===== config.mk =====
export PLATFORM = sky130hd
export DESIGN_NAME = ifetch_port
export DESIGN_NICKNAME = d
export VERILOG_FILES = /design/src/rtl/ifetch_port_pkg.sv /design/src/rtl/ifetch_port.sv
export SDC_FILE = /design/constraint.sdc
export NUM_CORES = 1
export LEC_CHECK = 0
export BUFFER_PORTS_ARGS = -buffer_cell sky130_fd_sc_hd__buf_4
export CORE_MARGIN = 4
export CORE_UTILIZATION = 40
export CTS_CLUSTER_DIAMETER = 30
export CTS_CLUSTER_SIZE = 30
export DETAILED_ROUTE_END_ITERATION = 8
export PLACE_DENSITY_LB_ADDON = 0.08
export SLEW_MARGIN = 40
export SYNTH_ARGS = -nofsm -noshare
export SYNTH_HDL_FRONTEND = slang
export SYNTH_SLANG_ARGS = --single-unit

===== constraint.sdc =====
create_clock -name clk -period 4.8 [get_ports clk]
set_input_delay 0.96 -clock clk [delete_from_list [all_inputs] [get_ports clk]]
set_output_delay 0.96 -clock clk [all_outputs]
set_load 0.03 [all_outputs]

===== src/rtl/ifetch_port_pkg.sv =====
// ifetch_port_pkg: shared busio types and constants for the instruction fetch port
package ifetch_port_pkg;
  typedef enum logic [1:0] {IDLE, REQ, WAIT} state_t;
  // addi x0,x0,0; also used by decode as its bubble
  localparam logic [31:0] NOP_INSTR = 32'h0000_0013;
  localparam int WORD_AW = 30;
endpackage


===== src/rtl/ifetch_port.sv =====
// ifetch_port: one-entry instruction buffer with a valid/ready read port to instruction memory
//   clk, reset (async, active-high)
//   fetch_address -> fetch_data / fetch_busy / fetch_error (combinational from the buffer)
//   flush         : invalidate buffer; a pending read is consumed but not written
//   mem_req_*     : read request (valid/ready), word-aligned address held until accepted
//   mem_resp_*    : read response pulse with data and error
module ifetch_port
  import ifetch_port_pkg::*;
#(
  parameter logic [31:0] NOP_INSTR = ifetch_port_pkg::NOP_INSTR
) (
  input  logic        clk,
  input  logic        reset,
  input  logic [31:0] fetch_address,
  output logic [31:0] fetch_data,
  output logic        fetch_busy,
  output logic        fetch_error,
  input  logic        flush,
  output logic        mem_req_valid,
  input  logic        mem_req_ready,
  output logic [31:0] mem_req_addr,
  input  logic        mem_resp_valid,
  input  logic [31:0] mem_resp_data,
  input  logic        mem_resp_error
);
  state_t             state_q, state_d;
  logic               buf_valid_q, buf_valid_d;
  logic [WORD_AW-1:0] buf_addr_q, buf_addr_d;
  logic [31:0]        buf_data_q, buf_data_d;
  logic               buf_err_q, buf_err_d;
  logic               discard_q, discard_d;
  logic [31:0]        req_addr_q, req_addr_d;
  logic               hit;
  logic               unused_bits;
  assign unused_bits   = ^fetch_address[1:0];
  assign hit           = buf_valid_q && buf_addr_q == fetch_address[31:2];
  assign fetch_data    = hit ? buf_data_q : NOP_INSTR;
  assign fetch_busy    = !hit;
  assign fetch_error   = hit && buf_err_q;
  assign mem_req_valid = state_q == REQ;
  assign mem_req_addr  = req_addr_q;
  always_comb begin
    state_d     = state_q;
    buf_valid_d = buf_valid_q;
    buf_addr_d  = buf_addr_q;
    buf_data_d  = buf_data_q;
    buf_err_d   = buf_err_q;
    discard_d   = discard_q;
    req_addr_d  = req_addr_q;
    case (state_q)
      IDLE: if (!hit) begin
        req_addr_d = {fetch_address[31:2], 2'b00};
        discard_d  = 1'b0;
        state_d    = REQ;
      end
      REQ: begin
        discard_d = discard_q || flush;
        state_d   = mem_req_ready ? WAIT : REQ;
      end
      WAIT: begin
        discard_d = discard_q || flush;
        if (mem_resp_valid) begin
          // a flush in the response cycle also drops the word
          if (!discard_q && !flush) begin
            buf_addr_d  = req_addr_q[31:2];
            buf_data_d  = mem_resp_data;
            buf_err_d   = mem_resp_error;
            buf_valid_d = 1'b1;
          end
          state_d = IDLE;
        end
      end
      default: state_d = IDLE;
    endcase
    if (flush) buf_valid_d = 1'b0;
  end
  always_ff @(posedge clk or posedge reset) begin
    if (reset) begin
      state_q     <= IDLE;
      buf_valid_q <= 1'b0;
      buf_addr_q  <= '0;
      buf_data_q  <= '0;
      buf_err_q   <= 1'b0;
      discard_q   <= 1'b0;
      req_addr_q  <= '0;
    end else begin
      state_q     <= state_d;
      buf_valid_q <= buf_valid_d;
      buf_addr_q  <= buf_addr_d;
      buf_data_q  <= buf_data_d;
      buf_err_q   <= buf_err_d;
      discard_q   <= discard_d;
      req_addr_q  <= req_addr_d;
    end
  end
endmodule


==> out/results.tsv <==
metric	value	unit
die_w	113	um
drtIter0Drc	74	
yosysTopAreaCell	dfrtp_1	
final_nets	511	
crit_fanout	35	
place_hpwl	6.55	mm
cts_tree	built	
die_y	113	um
cts-root-buf	clkbuf_8	
io_pins	137	
clk-insertion-delay-late	0.36	ns
ys_types	26	
fmax	0.280	GHz
timing.hold.ws	0.493	ns
portBuffers	132	
grt_max_degree	65	
ctsLongestPathBuffers	2	
critPathCaptureType	output port	
clock-sinks	97	
worst_slack	1.23	ns
hold_viol	0	
ys_seq_area_frac	0.551	
min_path_type	flop to flop	
worstPathArrival	2.61	ns
avgSynthCellArea	14.5	um^2
cts_made_buffers	9	
cts_setup_buffers	0	
core.rowCount	38	
drc_errors	0	
htreeDepth	3	
nFillCells	969	
seq_area	2430	um^2
worstSetupStartpointType	input port	
drive_gt1_frac	0.571	
place_ws	1.17	ns
tightest_slew	0.648	ns
drt-met1-wl	4.06	mm
ir_drop	277	uV
period_share	0.744	
rsz0062_at_grt	no	
design_area	5790	um^2
yosys_warnings	0	
fin_crit	3.57	ns
first_global_vias	3009	
cts_resized	0	
topRoutingLayerUsed	met4	
drt-total-wl	9.41	mm
critPathKind	input port to output port	
maxCapViolations	0	
met2_length	4.55	mm
worst-endpoint-required	3.84	ns
clkTransAtPathRegs	0.09	ns
grt_antenna_before_repair	0	
leakage	2.91	nW
place_congestion	0.676	
grt_use_total	0.154	
wire_per_inst	16.1	um
ys_seq_elements	97	
setup_viol	0	
synth_area	4410	um^2
multi_input_area	1890	um^2
slew_headroom	0.568	
slew_violations	0	
die-area	12800	um^2
num_antenna_cells	0	
holdBufCountCts	0	
final_antenna_net_count	0	
routed-via-count	2802	
synth_cells	304	
vias_per_cell	4.81	
totalNegativeSetupSlack	0	ns
place_area	5590	um^2
first_pass_iters	4	
synth_top_area_share	0.551	
core_area	10800	um^2
power_density	590	nW/um^2
grt_pass1_wl	15.6	mm
synthTopCellsByArea	dfrtp_1 (55%), mux2_2 (16%), mux2_4 (10%)	
overflow	0	
start_util	0.409	
dr_wl_met3	680	um
skew	0.0105	ns
status	completed	
area_delta_synth_final	31.4	%
synthesized netlist by cell type:
master and instances:
nor4_4 2, clkbuf_1 12, mux2_2 63, a21o_1 1
nor2b_1 2, mux2_4 30, and3_1 30, mux2i_1 1
buf_6 3, dfrtp_1 97, inv_1 5, xnor2_1 30
a31oi_1 2, a21oi_1 1, ha_1 3, nand4_1 7
nand2_1 2, conb_1 1, nand3_1 2, o32a_1 1
nor3_2 1, buf_4 2, a21bo_2 1, and2_1 1
a21boi_2 1, nand2b_1 3
final cells by class:
class,count,share of cell area
sequential,97,0.419
multi-input combinational,186,0.326
timing repair buffer,139,0.185
tap,140,0.0302
clock buffer,12,0.0268
clock inverter,4,0.00885
inverter,5,0.00410
routing by layer:
layer | vias to the layer above | GRT usage
li1 | 1327 | -
met1 | 1396 | 0.200
met2 | 72 | 0.247
met3 | 7 | 0.0540
met4 | 0 | 0.0433
met5 | - | 0
flip-flops by register name, indices dropped and copies added (netlist names):
signal,flops
discard_q,1
buf_valid_q,1
state_q,2
mem_req_addr,30
buf_data_q,32
buf_addr_q,30
buf_err_q,1
layout by cell type, fill, tap and decap left out, drive strengths merged, types with 2 or more instances in the layout:
| cell type | n |
|---|---|
| buf | 139 |
| dfrtp | 97 |
| mux2 | 93 |
| xnor2 | 30 |
| and3 | 30 |
| clkbuf | 12 |
| nand4 | 7 |
| inv | 5 |
| nand2b | 3 |
| ha | 3 |
| nor4 | 2 |
| nand3 | 2 |
| nor2b | 2 |
| a31oi | 2 |
| nand2 | 2 |
| conb | 2 |
| clkinv | 2 |
stage by stage:
step	cells	power (W)	util
5_1_grt	583	0.00364	0.537
2_1_floorplan	305	0.00244	-
3_3_place_gp	565	0.00283	0.513
3_5_place_dp	567	0.00291	0.518
4_1_cts	583	0.00347	0.537
6_report	583	0.00342	0.537
worst paths after layout:
| check | to | depth (start not counted) | startpoint | slack (ns) |
|---|---|---|---|---|
| min | buf_valid_q | 1 | buf_valid_q | 0.49 |
| min in group asynchronous | mem_req_addr[2] | 2 | reset | 0.67 |
| max | fetch_data[1] | 8 | fetch_address[9] | 1.23 |
| max in group asynchronous | mem_req_addr[6] | 3 | reset | 3.26 |
| min reg2reg | buf_valid_q | 1 | buf_valid_q | 0.49 |
| max reg2reg | mem_req_addr[14] | 8 | buf_addr_q[27] | 2.48 |
critical path: stages:
cell	delay [ns]
buf_4	0.12
xnor2_1	0.17
nand4_1	0.21
nor4_4	0.30
buf_4	0.35
and2_1	0.25
nand2b_1	0.08
buf_4	0.17
report_power, final:
group	internal (W)	switching [W]	leakage [nW]	total (W)
Sequential	0.00119	0.000237	1.22	0.00143
Clock	0.000270	0.000279	0.103	0.000549
Combinational	0.000801	0.000638	1.58	0.00144
Total	0.00226	0.00115	2.91	0.00342
kinds of logic (layout without fill, tap and decap cells):
group / count (synthesis) / count (layout) / synth area share
multiplexers: 94 / 94 / 0.265
AND/OR/NAND/NOR: 50 / 50 / 0.0769
AO/OA/AOI/OAI: 7 / 7 / 0.0128
other: 1 / 2 / 0.000850
XOR/XNOR: 30 / 30 / 0.0596
buffers and inverters: 22 / 160 / 0.0255
flip-flops: 97 / 97 / 0.551
adder cells (fa/ha/maj): 3 / 3 / 0.00851
Power figures use the tool's default switching activity.
